===== src/rtl/pic_scheduler.sv =====
// Picture scheduler: commits button/auto-advance picture changes during vblank and handshakes with the loader.
// Optional macro PIC_SCHED_PINGPONG_EN makes auto-advance bounce between the ends instead of wrapping.
module pic_scheduler #(
    parameter logic [3:0]  TOTALPIC = 4'd13,
    parameter logic [23:0] DWELL    = 24'd16777215,
    parameter logic [15:0] LOAD_TO  = 16'd65535
) (
    input  logic       vgaclk,
    input  logic       rst_n,
    input  logic       btn_next,
    input  logic       btn_prev,
    input  logic       auto_en,
    input  logic       vblank,
    input  logic       load_ack,
    output logic [3:0] index,
    output logic       load_req,
    output logic       busy,
    output logic       load_err
);

    localparam logic [1:0] IDLE     = 2'd0;
    localparam logic [1:0] PENDING  = 2'd1;
    localparam logic [1:0] LOAD     = 2'd2;
    localparam logic [3:0] LAST_IDX = TOTALPIC - 4'd1;

    logic [1:0]  state_r;
    logic [3:0]  index_r;
    logic [3:0]  target_r;
    logic        load_req_r;
    logic        load_err_r;
    logic [23:0] dwell_cnt_r;
    logic [15:0] to_cnt_r;
    logic        btn_req_s;
    logic [3:0]  btn_tgt_s;
    logic        auto_req_s;
    logic [3:0]  auto_tgt_s;
    logic        auto_win_s;
`ifdef PIC_SCHED_PINGPONG_EN
    logic        dir_fwd_r;
    logic        dir_fwd_nxt_s;
`endif

    assign index    = index_r;
    assign load_req = load_req_r;
    assign load_err = load_err_r;
    assign busy     = (state_r != IDLE);

    // Decode a single-button request; simultaneous presses cancel out.
    always_comb begin
        btn_req_s = 1'b0;
        btn_tgt_s = index_r;
        if (btn_next && !btn_prev) begin
            btn_req_s = 1'b1;
            btn_tgt_s = (index_r == LAST_IDX) ? 4'd0 : index_r + 4'd1;
        end else if (btn_prev && !btn_next) begin
            btn_req_s = 1'b1;
            btn_tgt_s = (index_r == 4'd0) ? LAST_IDX : index_r - 4'd1;
        end else begin
            btn_req_s = 1'b0;
        end
    end

    // Auto-advance request and its target under the selected direction policy.
    always_comb begin
        auto_req_s = auto_en && (dwell_cnt_r == DWELL - 24'd1);
        auto_tgt_s = index_r;
`ifdef PIC_SCHED_PINGPONG_EN
        dir_fwd_nxt_s = dir_fwd_r;
        if (dir_fwd_r) begin
            if (index_r == LAST_IDX) begin
                dir_fwd_nxt_s = 1'b0;
                auto_tgt_s    = TOTALPIC - 4'd2;
            end else begin
                auto_tgt_s = index_r + 4'd1;
            end
        end else begin
            if (index_r == 4'd0) begin
                dir_fwd_nxt_s = 1'b1;
                auto_tgt_s    = 4'd1;
            end else begin
                auto_tgt_s = index_r - 4'd1;
            end
        end
`else
        auto_tgt_s = (index_r == LAST_IDX) ? 4'd0 : index_r + 4'd1;
`endif
    end

    assign auto_win_s = auto_req_s && !btn_req_s;

    // Main FSM: request capture, vblank-aligned commit, loader handshake with timeout.
    always_ff @(posedge vgaclk or negedge rst_n) begin
        if (!rst_n) begin
            state_r    <= IDLE;
            index_r    <= 4'd0;
            target_r   <= 4'd0;
            load_req_r <= 1'b0;
            load_err_r <= 1'b0;
        end else begin
            case (state_r)
                IDLE: begin
                    if (btn_req_s) begin
                        target_r <= btn_tgt_s;
                        state_r  <= PENDING;
                    end else if (auto_req_s) begin
                        target_r <= auto_tgt_s;
                        state_r  <= PENDING;
                    end else begin
                        state_r <= IDLE;
                    end
                end
                PENDING: begin
                    if (vblank) begin
                        index_r    <= target_r;
                        load_req_r <= 1'b1;
                        state_r    <= LOAD;
                    end else begin
                        state_r <= PENDING;
                    end
                end
                LOAD: begin
                    if (load_ack) begin
                        load_req_r <= 1'b0;
                        state_r    <= IDLE;
                    end else if (to_cnt_r == LOAD_TO - 16'd1) begin
                        load_req_r <= 1'b0;
                        load_err_r <= 1'b1;
                        state_r    <= IDLE;
                    end else begin
                        state_r <= LOAD;
                    end
                end
                default: begin
                    load_req_r <= 1'b0;
                    state_r    <= IDLE;
                end
            endcase
        end
    end

    // Dwell counter: runs only while idle in cartoon mode, restarts on any departure from IDLE.
    always_ff @(posedge vgaclk or negedge rst_n) begin
        if (!rst_n) begin
            dwell_cnt_r <= 24'd0;
        end else if ((state_r == IDLE) && auto_en && !btn_req_s && !auto_req_s) begin
            dwell_cnt_r <= dwell_cnt_r + 24'd1;
        end else begin
            dwell_cnt_r <= 24'd0;
        end
    end

    // Load timeout counter: cycles spent in LOAD waiting for the acknowledge.
    always_ff @(posedge vgaclk or negedge rst_n) begin
        if (!rst_n) begin
            to_cnt_r <= 16'd0;
        end else if ((state_r == LOAD) && !load_ack && (to_cnt_r != LOAD_TO - 16'd1)) begin
            to_cnt_r <= to_cnt_r + 16'd1;
        end else begin
            to_cnt_r <= 16'd0;
        end
    end

`ifdef PIC_SCHED_PINGPONG_EN
    // Bounce direction only moves when an auto request actually wins arbitration.
    always_ff @(posedge vgaclk or negedge rst_n) begin
        if (!rst_n) begin
            dir_fwd_r <= 1'b1;
        end else if ((state_r == IDLE) && auto_win_s) begin
            dir_fwd_r <= dir_fwd_nxt_s;
        end else begin
            dir_fwd_r <= dir_fwd_r;
        end
    end
`endif

endmodule


===== config.mk =====
export PLATFORM = sky130hd
export DESIGN_NAME = pic_scheduler
export DESIGN_NICKNAME = d
export VERILOG_FILES = /design/src/rtl/pic_scheduler.sv
export SDC_FILE = /design/constraint.sdc
export NUM_CORES = 1
export LEC_CHECK = 0
export BUFFER_PORTS_ARGS = -buffer_cell sky130_fd_sc_hd__buf_2
export CAP_MARGIN = 30
export CORE_MARGIN = 2
export CORE_UTILIZATION = 35
export DETAILED_ROUTE_END_ITERATION = 8
export PLACE_DENSITY_LB_ADDON = 0.1
export SETUP_SLACK_MARGIN = 0.02
export SYNTH_ARGS = -nofsm -noshare
export SYNTH_HDL_FRONTEND = slang
export SYNTH_SLANG_ARGS = --single-unit
export TNS_END_PERCENT = 10

===== constraint.sdc =====
create_clock -name vgaclk -period 5.85 [get_ports vgaclk]
set_clock_uncertainty 0.15 [all_clocks]
set_input_delay 0.2925 -clock vgaclk [delete_from_list [all_inputs] [get_ports vgaclk]]
set_output_delay 0.2925 -clock vgaclk [all_outputs]
set_load 0.05 [all_outputs]

==> results of run 1 <==
[cell families after synthesis]
| kind of cell | synth area share |
|---|---|
| flops | 0.474 |
| xor+xnor | 0.0924 |
| fa+ha+maj | 0.0364 |
| simple gates | 0.250 |
| mux | 0.0200 |
| compound gates | 0.0934 |
| buf+inv | 0.0337 |
[where the power goes]
part / switching (mW) / total (mW) / internal [mW]
clock network: 0.126 / 0.255 / 0.129
registers: 0.0506 / 0.451 / 0.400
logic: 0.188 / 0.290 / 0.102
total: 0.364 / 0.996 / 0.631
[synth_stat cells (all sizes together)]
cell | instances | share of area
a211o | 2 | 0.0064
a211oi | 1 | 0.0027
a21o | 1 | 0.0027
a21oi | 15 | 0.027
a221oi | 1 | 0.0032
and2 | 1 | 0.0023
and3 | 2 | 0.0046
and4 | 2 | 0.0064
buf | 3 | 0.0077
clkbuf | 6 | 0.0082
dfrtp | 52 | 0.47
ha | 8 | 0.036
inv | 13 | 0.018
mux2 | 4 | 0.016
mux2i | 1 | 0.0036
nand2 | 20 | 0.027
nand3 | 11 | 0.020
nand3b | 1 | 0.0027
nand4 | 12 | 0.033
nand4bb | 1 | 0.0041
nor2 | 39 | 0.053
nor2b | 5 | 0.011
nor3 | 8 | 0.015
nor3b | 1 | 0.0027
nor4 | 11 | 0.025
o21a | 1 | 0.0027
o21ai | 9 | 0.016
o22ai | 2 | 0.0046
o31a | 1 | 0.0032
o31ai | 7 | 0.021
o41ai | 1 | 0.0032
or2 | 5 | 0.011
or3 | 5 | 0.012
or4 | 6 | 0.016
or4b | 1 | 0.0036
xnor2 | 19 | 0.061
xor2 | 10 | 0.032
[worst max-delay path: stages, from the launching register on]
cell,delay [ps]
dfrtp_1,460
nand4_4,190
or4_1,810
or4_1,570
a21oi_1,160
[state kept, by name (all words and copies together), names as in the netlist]
signal and count:
dwell_cnt_r 24, to_cnt_r 16, index 4, target_r 4
state_r 2, load_err 1, load_req 1
[final timing paths]
kind	startpoint	to	slack (ps)
worst max-delay path	dwell_cnt_r[5]$_DFF_PN0_	dwell_cnt_r[23]$_DFF_PN0_	3420
min in group asynchronous	rst_n	dwell_cnt_r[18]$_DFF_PN0_	470
worst max register to register	dwell_cnt_r[5]$_DFF_PN0_	dwell_cnt_r[23]$_DFF_PN0_	3420
worst min-delay path	vblank	state_r[0]$_DFF_PN0_	120
max in group asynchronous	rst_n	to_cnt_r[0]$_DFF_PN0_	4630
worst min register to register	load_err$_DFFE_PN0P_	load_err$_DFFE_PN0P_	320
[per-stage QoR]
stage                      util  cells
after detailed placement  0.381    396
after global routing      0.397    405
after global placement    0.381    396
after floorplan               -    288
after CTS                 0.397    405
final                     0.397    405
[routing by layer]
layer,track usage,wire [um]
met1,0.176,2790
met2,0.220,2430
met3,0.0317,120
met4,0.0224,15
met5,0,0
[cell usage in the layout, fill, tap and decap left out, drive strengths merged, types with 6 or more instances in the layout]
cell type / Yosys / layout
dfrtp: 52 / 52
nor2: 39 / 39
nand2: 20 / 20
xnor2: 19 / 19
a21oi: 15 / 15
buf: 3 / 15
inv: 13 / 14
nand4: 12 / 12
nand3: 11 / 11
nor4: 11 / 11
xor2: 10 / 10
o21ai: 9 / 9
nor3: 8 / 8
ha: 8 / 8
o31ai: 7 / 7
or4: 6 / 6
[layout make-up]
type	instances	area (um2)
inverter	13	48.8
multi-input combinational	214	1350
tap	102	128
clock buffer	5	68.8
timing repair buffer	16	90.1
sequential	52	1300
fill	767	4610
clock inverter	3	46.3
[timing repair]
item / in CTS / in global routing
hold buffers: 1 / 0
hold endpoints to repair: 52 / 0
gates resized for setup: 0 / 0
==> impl_metrics.env, run 1 <==
export IMPL_die_area_um2=8570
export IMPL_cts_tree="done"
export IMPL_drive_above_1_share=0.119
export IMPL_synth_area_per_cell_um2=9.54
export IMPL_worstMarginPinSlew_ps=783
export IMPL_final_hold_violation_count=0
export IMPL_slew_viol_final=0
export IMPL_via_per_inst=4.98
export IMPL_routabilityCongestion=0.764
export IMPL_routed_wl_um=5360
export IMPL_leakage_nw=1.17
export IMPL_drcViolationCount=0
export IMPL_cts_sinks=52
export IMPL_wl_per_cell_um=13.2
export IMPL_start_util=0.359
export IMPL_syn_area_um2=2750
export IMPL_grt_antenna_before_repair=0
export IMPL_area_growth_pct=10.5
export IMPL_status="finished clean"
export IMPL_crit_path_max_fanout=17
export IMPL_track_usage=0.132
export IMPL_total_power_mw=0.996
export IMPL_cts_max_level=2
export IMPL_setup_tns_ps=0
export IMPL_yosysWarnings=0
export IMPL_hp_class="in -> reg"
export IMPL_vias=2018
export IMPL_setup_viol=0
export IMPL_grt_max_degree=53
export IMPL_num_antenna_cells=0
export IMPL_io_buffer_count=13
export IMPL_core_area_um2=7650
export IMPL_cts_buffers_inserted=5
export IMPL_power_density_nw_per_um2=328
export IMPL_whs_path_depth=3
export IMPL_hpwl_um=3690
export IMPL_reg2reg_depth=4
export IMPL_cts_setup_buffers=0
export IMPL_min_period_ps=2430
export IMPL_syn_instance_count=288
export IMPL_crit_required_ps=5920
export IMPL_whs_ps=121
export IMPL_fmax_mhz=412
export IMPL_ys_seq_area_frac=0.474
export IMPL_ctsRootBufferMaster="clkbuf_8"
export IMPL_path_class="reg -> reg"
export IMPL_dieHeight_um=92.6
export IMPL_grt_pass1_wl_um=9090
export IMPL_start_kind="flip-flop"
export IMPL_grt_overflow=0
export IMPL_ant_nets=0
export IMPL_place_worst_setup_slack_ps=3430
export IMPL_dpl_instance_area_um2=2910
export IMPL_layout_nets=317
export IMPL_relSlewSlack=0.478
export IMPL_setup_ws_ps=3420
export IMPL_critPathArrivalTime_ps=2500
export IMPL_clock_latency_ps=310
export IMPL_cap_violations=0
export IMPL_num_rows=32
export IMPL_synth_distinct_cells=41
export IMPL_clockBufferDepth=2
export IMPL_peakVddDrop_uv=129
export IMPL_ioPinCount=14
export IMPL_die_w_um=92.6
export IMPL_rsz0062_at_grt="no"
export IMPL_first_global_vias=1921
export IMPL_synthesis_nets=303
export IMPL_drt_iter0_drc=85
export IMPL_ys_seq_elements=52
export IMPL_clkTransAtPathRegs_ps=100
export IMPL_post_route_period_util=0.415
export IMPL_worstSetupEndpointType="flip-flop"
export IMPL_final_cell_area_um2=3040
export IMPL_dr_pass1_iters=4
Power figures use the tool's default switching activity.
==> run 2, diff against run 1 <==
--- a/config.mk
+++ b/config.mk
@@ -5,6 +5,7 @@
 export SDC_FILE = /design/constraint.sdc
 export NUM_CORES = 1
 export LEC_CHECK = 0
+export ABC_AREA = 1
 export BUFFER_PORTS_ARGS = -buffer_cell sky130_fd_sc_hd__buf_2
 export CAP_MARGIN = 30
 export CORE_MARGIN = 2
==> constraint.sdc (replaced) <==
create_clock -name vgaclk -period 2 [get_ports vgaclk]
set_clock_uncertainty 0.15 [all_clocks]
set_input_delay 0.1 -clock vgaclk [delete_from_list [all_inputs] [get_ports vgaclk]]
set_output_delay 0.1 -clock vgaclk [all_outputs]
set_load 0.05 [all_outputs]
==> run 2 against run 1 <==
Clock-buffer cell count stayed put; clock power increased to 2.9 times the previous value; hold slack better by 9.8 ps; utilization is 0.62 points higher; final cell count increased by 30%; worst setup slack lost 3100 ps; critical endpoint is now target_r[0]$_DFFE_PN0P_; largest power group unchanged; synthesized cell count rose by 39%.
==> impl_metrics.env, run 2 <==
export IMPL_status="finished clean"
export IMPL_die_w_um=96.5
export IMPL_clockBufferDepth=2
export IMPL_synth_fa_ha_area_frac=0.0335
export IMPL_clkTransAtPathRegs_ps=100
export IMPL_final_cell_area_um2=3330
export IMPL_critPathSlowestCell="dfrtp_1"
export IMPL_wl_per_cell_um=12.1
export IMPL_synth_xor_area_share=0.0615
export IMPL_grt_pass1_wl_um=11000
export IMPL_yosysWarnings=0
export IMPL_synthesis_nets=414
export IMPL_crit_buf_inv=1
export IMPL_yosysTopAreaCellShare=0.435
export IMPL_ys_seq_area_frac=0.435
export IMPL_top_regs="dwell_cnt_r x24, to_cnt_r x16"
export IMPL_yosysMostFrequentCell="nand2_1"
export IMPL_synth_area_per_cell_um2=7.50
export IMPL_layout_nets=437
export IMPL_via_per_inst=4.69
export IMPL_slew_viol_final=0
export IMPL_setup_tns_ps=0
export IMPL_synth_top_family_by_area="simple AND/OR/NAND/NOR gates"
export IMPL_whs_ps=131
export IMPL_async_flop_share=1.00
export IMPL_path_class="reg -> reg"
export IMPL_core_area_um2=8260
export IMPL_io_buffer_count=13
export IMPL_finalNonFillerCells=528
export IMPL_ant_nets=0
export IMPL_path_delay_family="simple AND/OR/NAND/NOR gates"
export IMPL_setup_ws_ps=292
export IMPL_vias=2476
export IMPL_track_usage=0.153
export IMPL_peakVddDrop_uv=392
export IMPL_grt_max_degree=34
export IMPL_total_power_mw=2.90
export IMPL_post_route_period_util=0.854
export IMPL_cts_setup_buffers=0
export IMPL_cp_slowest_stage_delay_ps=480
export IMPL_ctsRootBufferMaster="clkbuf_8"
export IMPL_largest_register="dwell_cnt_r"
export IMPL_syn_instance_count=399
export IMPL_final_hold_violation_count=0
export IMPL_start_util=0.362
export IMPL_start_kind="flip-flop"
export IMPL_worstSetupEndpointType="flip-flop"
export IMPL_ioPinCount=14
export IMPL_synth_distinct_cells=24
export IMPL_synth_edf_count=0
export IMPL_drcViolationCount=0
export IMPL_setup_viol=0
export IMPL_num_antenna_cells=0
export IMPL_cts_max_level=2
export IMPL_fillers=874
export IMPL_dpl_instance_area_um2=3190
export IMPL_crit_path_max_fanout=7
export IMPL_synth_compound_area_frac=0.0339
export IMPL_yosys_area_share_simple=0.368
export IMPL_num_rows=33
export IMPL_layout_commonest_cell="nand2_1"
export IMPL_clock_latency_ps=310
export IMPL_cts_sinks=52
export IMPL_worstMarginPinSlew_ps=517
export IMPL_first_global_vias=2392
export IMPL_dr_pass1_iters=4
export IMPL_hpwl_um=4820
export IMPL_cap_violations=0
export IMPL_utilization=0.403
export IMPL_synth_common_cells="104 x nand2_1, 82 x nor2_1, 52 x dfrtp_1"
export IMPL_power_density_nw_per_um2=871
export IMPL_grt_antenna_before_repair=0
export IMPL_routed_wl_um=6380
export IMPL_place_worst_setup_slack_ps=296
export IMPL_routabilityCongestion=0.832
export IMPL_crit_required_ps=2060
export IMPL_ys_seq_elements=52
export IMPL_grt_overflow=0
export IMPL_rsz0062_at_grt="no"
export IMPL_dieHeight_um=96.5
export IMPL_drt_iter0_drc=92
export IMPL_worstPathCellList="inv_1 -> ha_1 -> nand2_1 -> nor2_1 -> nand2_1 -> nand3_1 -> o21ai_0 -> nand3_1 -> nand2_1"
export IMPL_synth_ff_type="dfrtp_1"
export IMPL_area_growth_pct=11.3
export IMPL_syn_area_um2=2990
export IMPL_hp_class="in -> async"
export IMPL_place_inst=517
export IMPL_die_area_um2=9300
export IMPL_yosys_mux_area_fraction=0
export IMPL_ys_top_cells_by_area="dfrtp_1 43%, nand2_1 13%, nor2_1 10%"
export IMPL_fmax_mhz=586
export IMPL_yosysTopAreaCell="dfrtp_1"
export IMPL_leakage_nw=1.46
export IMPL_cpMostUsedCell="nand2_1"
export IMPL_min_period_ps=1710
export IMPL_relSlewSlack=0.655
export IMPL_cts_tree="done"
export IMPL_final_cell_mix="104 x nand2_1, 82 x nor2_1, 52 x dfrtp_1, 45 x inv_1, 27 x nand3_1"
export IMPL_cts_buffers_inserted=5
export IMPL_critPathArrivalTime_ps=1770
export IMPL_drive_above_1_share=0.0969
export IMPL_largest_register_ffs=24
-- run 2: kinds of logic after synthesis --
logic type | count (synthesis)
xor+xnor | 21
fa+ha+maj | 8
buf+inv | 48
flops | 52
compound gates | 19
simple gates | 251
-- run 2: final cells by class --
cell class                 count  area (um2)  area share
clock buffer                   5        68.8      0.0207
multi-input combinational    299        1490       0.447
sequential                    52        1300       0.391
tap                          105         131      0.0394
inverter                      45         169      0.0507
clock inverter                 3        42.5      0.0128
timing repair buffer          19         130      0.0391
-- run 2: per-layer routing --
metal,global-route usage,up-vias,part of all wire
met5,0,-,0
met4,0.0505,0,0.013
met3,0.0287,8,0.019
met2,0.256,21,0.46
met1,0.200,1157,0.51
li1,-,1290,-
-- run 2: power breakdown --
part / total [mW] / switching [mW] / internal (mW) / leakage, nW
clock: 0.728 / 0.357 / 0.371 / 0.0541
sequential: 1.30 / 0.129 / 1.17 / 0.699
combinational: 0.877 / 0.613 / 0.264 / 0.708
total: 2.90 / 1.10 / 1.80 / 1.46
-- run 2: final timing paths --
path                                       from                       end  slack (ps)  cells past startpoint
max                        index[0]$_DFFE_PN0P_   target_r[0]$_DFFE_PN0P_         290                      9
min                                       rst_n     to_cnt_r[6]$_DFF_PN0_         130                      2
max reg2reg                index[0]$_DFFE_PN0P_   target_r[0]$_DFFE_PN0P_         290                      9
min reg2reg                load_err$_DFFE_PN0P_      load_err$_DFFE_PN0P_         330                      2
max in group asynchronous                 rst_n  dwell_cnt_r[0]$_DFF_PN0_        1000                      3
min in group vgaclk                     auto_en  dwell_cnt_r[2]$_DFF_PN0_         200                      4
-- run 2: what timing repair did --
item,4_1_cts,5_1_grt
hold buffers,3,0
endpoints found under the hold margin,22,0
gates resized for setup,0,0
==> run 3, diff against run 2 <==
--- a/config.mk
+++ b/config.mk
@@ -5,13 +5,13 @@
 export SDC_FILE = /design/constraint.sdc
 export NUM_CORES = 1
 export LEC_CHECK = 0
-export ABC_AREA = 1
 export BUFFER_PORTS_ARGS = -buffer_cell sky130_fd_sc_hd__buf_2
 export CAP_MARGIN = 30
 export CORE_MARGIN = 2
 export CORE_UTILIZATION = 35
 export DETAILED_ROUTE_END_ITERATION = 8
 export PLACE_DENSITY_LB_ADDON = 0.1
+export RECOVER_POWER = 50
 export SETUP_SLACK_MARGIN = 0.02
 export SYNTH_ARGS = -nofsm -noshare
 export SYNTH_HDL_FRONTEND = slang
==> run 3 against run 2 <==
The flow now finishes with violations (hold timing, setup timing); fmax decreased by 16%; via count shrank 10%; worst setup slack worse by 330 ps; sequential power barely moved; flip-flop and latch count is the same; first-iteration DRC count is 16% lower; die area fell by 7.8%; utilization is 3.8 points higher; sequential share of layout area decreased by 0.46 points; hold slack worse by 130 ps; design area is 1.3% higher; register-to-register slack worse by 330 ps.
==> impl_metrics.env, run 3 (synthesized netlist as in run 1, its figures left out) <==
export IMPL_status="finished, violations left"
export IMPL_violations="hold timing, setup timing"
export IMPL_grt_pass1_wl_um=10200
export IMPL_hp_class="in -> reg"
export IMPL_whs_ps=-0.593
export IMPL_clock_latency_ps=300
export IMPL_path_class="reg -> reg"
export IMPL_ioPinCount=14
export IMPL_worstSetupEndpointType="flip-flop"
export IMPL_fmax_mhz=492
export IMPL_final_cell_mix="51 x dfrtp_1, 39 x nor2_1, 38 x buf_4, 19 x nand2_1, 19 x xnor2_1"
export IMPL_clkTransAtPathRegs_ps=90
export IMPL_critPathArrivalTime_ps=2120
export IMPL_cts_max_level=2
export IMPL_met1_usage=0.199
export IMPL_cts_tree="done"
export IMPL_grt_antenna_before_repair=0
export IMPL_met3_usage=0.0269
export IMPL_die_area_um2=8570
export IMPL_first_global_vias=2181
export IMPL_cts_buffers_inserted=5
export IMPL_num_antenna_cells=0
export IMPL_dieHeight_um=92.6
export IMPL_grt_overflow=0
export IMPL_place_worst_setup_slack_ps=-28.2
export IMPL_num_rows=32
export IMPL_routed_wl_um=5860
export IMPL_peakVddDrop_uv=594
export IMPL_drive_above_1_share=0.244
export IMPL_post_route_period_util=1.02
export IMPL_wl_per_cell_um=13.1
export IMPL_worstPathCellList="nand4_1 -> or4_4 -> buf_8 -> or4_1 -> a21oi_2"
export IMPL_layout_nets=358
export IMPL_ctsRootBufferMaster="clkbuf_8"
export IMPL_fillers=770
export IMPL_min_period_ps=2030
export IMPL_setup_tns_ps=-33.5
export IMPL_clockBufferDepth=2
export IMPL_area_growth_pct=22.8
export IMPL_worstMarginPinSlew_ps=1050
export IMPL_slew_viol_final=0
export IMPL_grt_busiest_layer="met2"
export IMPL_drt_iter0_drc=77
export IMPL_critPathSlowestCell="or4_1"
export IMPL_setup_ws_ps=-33.5
export IMPL_start_util=0.359
export IMPL_top_regs="dwell_cnt_r x24, to_cnt_r x16"
export IMPL_crit_path_max_fanout=12
export IMPL_dr_pass1_iters=6
export IMPL_grt_max_degree=26
export IMPL_path_delay_family="simple AND/OR/NAND/NOR gates"
export IMPL_cts_sinks=52
export IMPL_start_kind="flip-flop"
export IMPL_crit_required_ps=2080
export IMPL_relSlewSlack=0.298
export IMPL_hpwl_um=4290
export IMPL_ant_nets=0
export IMPL_leakage_nw=1.37
export IMPL_use_met2=0.249
export IMPL_layout_commonest_cell="dfrtp_1"
export IMPL_cap_violations=0
export IMPL_largest_register="dwell_cnt_r"
export IMPL_utilization=0.441
export IMPL_core_area_um2=7650
export IMPL_routabilityCongestion=0.748
export IMPL_via_per_inst=4.98
export IMPL_track_usage=0.148
export IMPL_power_density_nw_per_um2=846
export IMPL_largest_register_ffs=24
export IMPL_setup_viol=1
export IMPL_drcViolationCount=0
export IMPL_cp_slowest_stage_delay_ps=540
export IMPL_final_hold_violation_count=1
export IMPL_crit_buf_inv=1
export IMPL_vias=2221
export IMPL_rsz0062_at_grt="yes"
export IMPL_die_w_um=92.6
export IMPL_io_buffer_count=13
[run 3: cell count changes in the layout (fill, tap and decap cells not counted), moves of 6 or more]
cell | before | now
nand2_1 | 104 | 19
nand4_1 | 3 | 11
nand3_1 | 27 | 11
xnor2_1 | 8 | 19
inv_1 | 45 | 13
buf_4 | 2 | 38
nor4_1 | 0 | 10
o31ai_1 | 0 | 6
nor2_1 | 82 | 39
[run 3: cell type report]
class | instances | area, um2 | share of cell area
clock buffers | 6 | 72.6 | 0.0215
clock inverters | 2 | 12.5 | 0.00371
inverters | 13 | 48.8 | 0.0145
multi-input cells | 214 | 1390 | 0.413
flip-flops and latches | 52 | 1300 | 0.386
well taps | 102 | 128 | 0.0378
repair buffers | 57 | 417 | 0.124
[run 3: repair_timing]
action,4_1_cts,5_1_grt
gates resized for setup,3,8
hold endpoints to repair,44,0
pin swaps,3,5
hold buffers,2,0
endpoints found under the setup margin,7,12
setup buffers,1,0
[run 3: per-layer routing]
| layer | wire, um | vias to the layer above | part of all wire |
|---|---|---|---|
| li1 | - | 1121 | - |
| met1 | 2950 | 1082 | 0.50 |
| met2 | 2760 | 16 | 0.47 |
| met3 | 119 | 2 | 0.020 |
| met4 | 33 | 0 | 0.0056 |
| met5 | 0 | - | 0 |
[run 3: final timing paths]
check	start	end	slack [ps]	cells after the start
max	dwell_cnt_r[10]$_DFF_PN0_	dwell_cnt_r[21]$_DFF_PN0_	-30	5
min	load_ack	load_err$_DFFE_PN0P_	-0.6	3
max reg2reg	dwell_cnt_r[10]$_DFF_PN0_	dwell_cnt_r[21]$_DFF_PN0_	-30	5
min reg2reg	load_err$_DFFE_PN0P_	load_err$_DFFE_PN0P_	320	1
max in group asynchronous	rst_n	dwell_cnt_r[8]$_DFF_PN0_	320	3
min in group asynchronous	rst_n	state_r[0]$_DFF_PN0_	350	2
[run 3: through the flow]
| stage | cell area [um2] | power, mW | cells |
|---|---|---|---|
| CTS | 3360 | 2.90 | 446 |
| global placement | 3230 | 2.29 | 435 |
| global route | 3370 | 3.04 | 446 |
| detailed placement | 3230 | 2.29 | 435 |
| floorplan | 2770 | 2.00 | 288 |
| finish | 3370 | 2.85 | 446 |
[run 3: worst min-delay path, delay by kind of cell]
family	cells	cell delay, ps
simple gates	1	70
compound gates	1	160
buf+inv	1	90
[run 3: power breakdown]
group | internal, mW | switching [mW] | total [mW]
logic | 0.368 | 0.613 | 0.981
registers | 1.17 | 0.105 | 1.28
clock network | 0.246 | 0.350 | 0.596
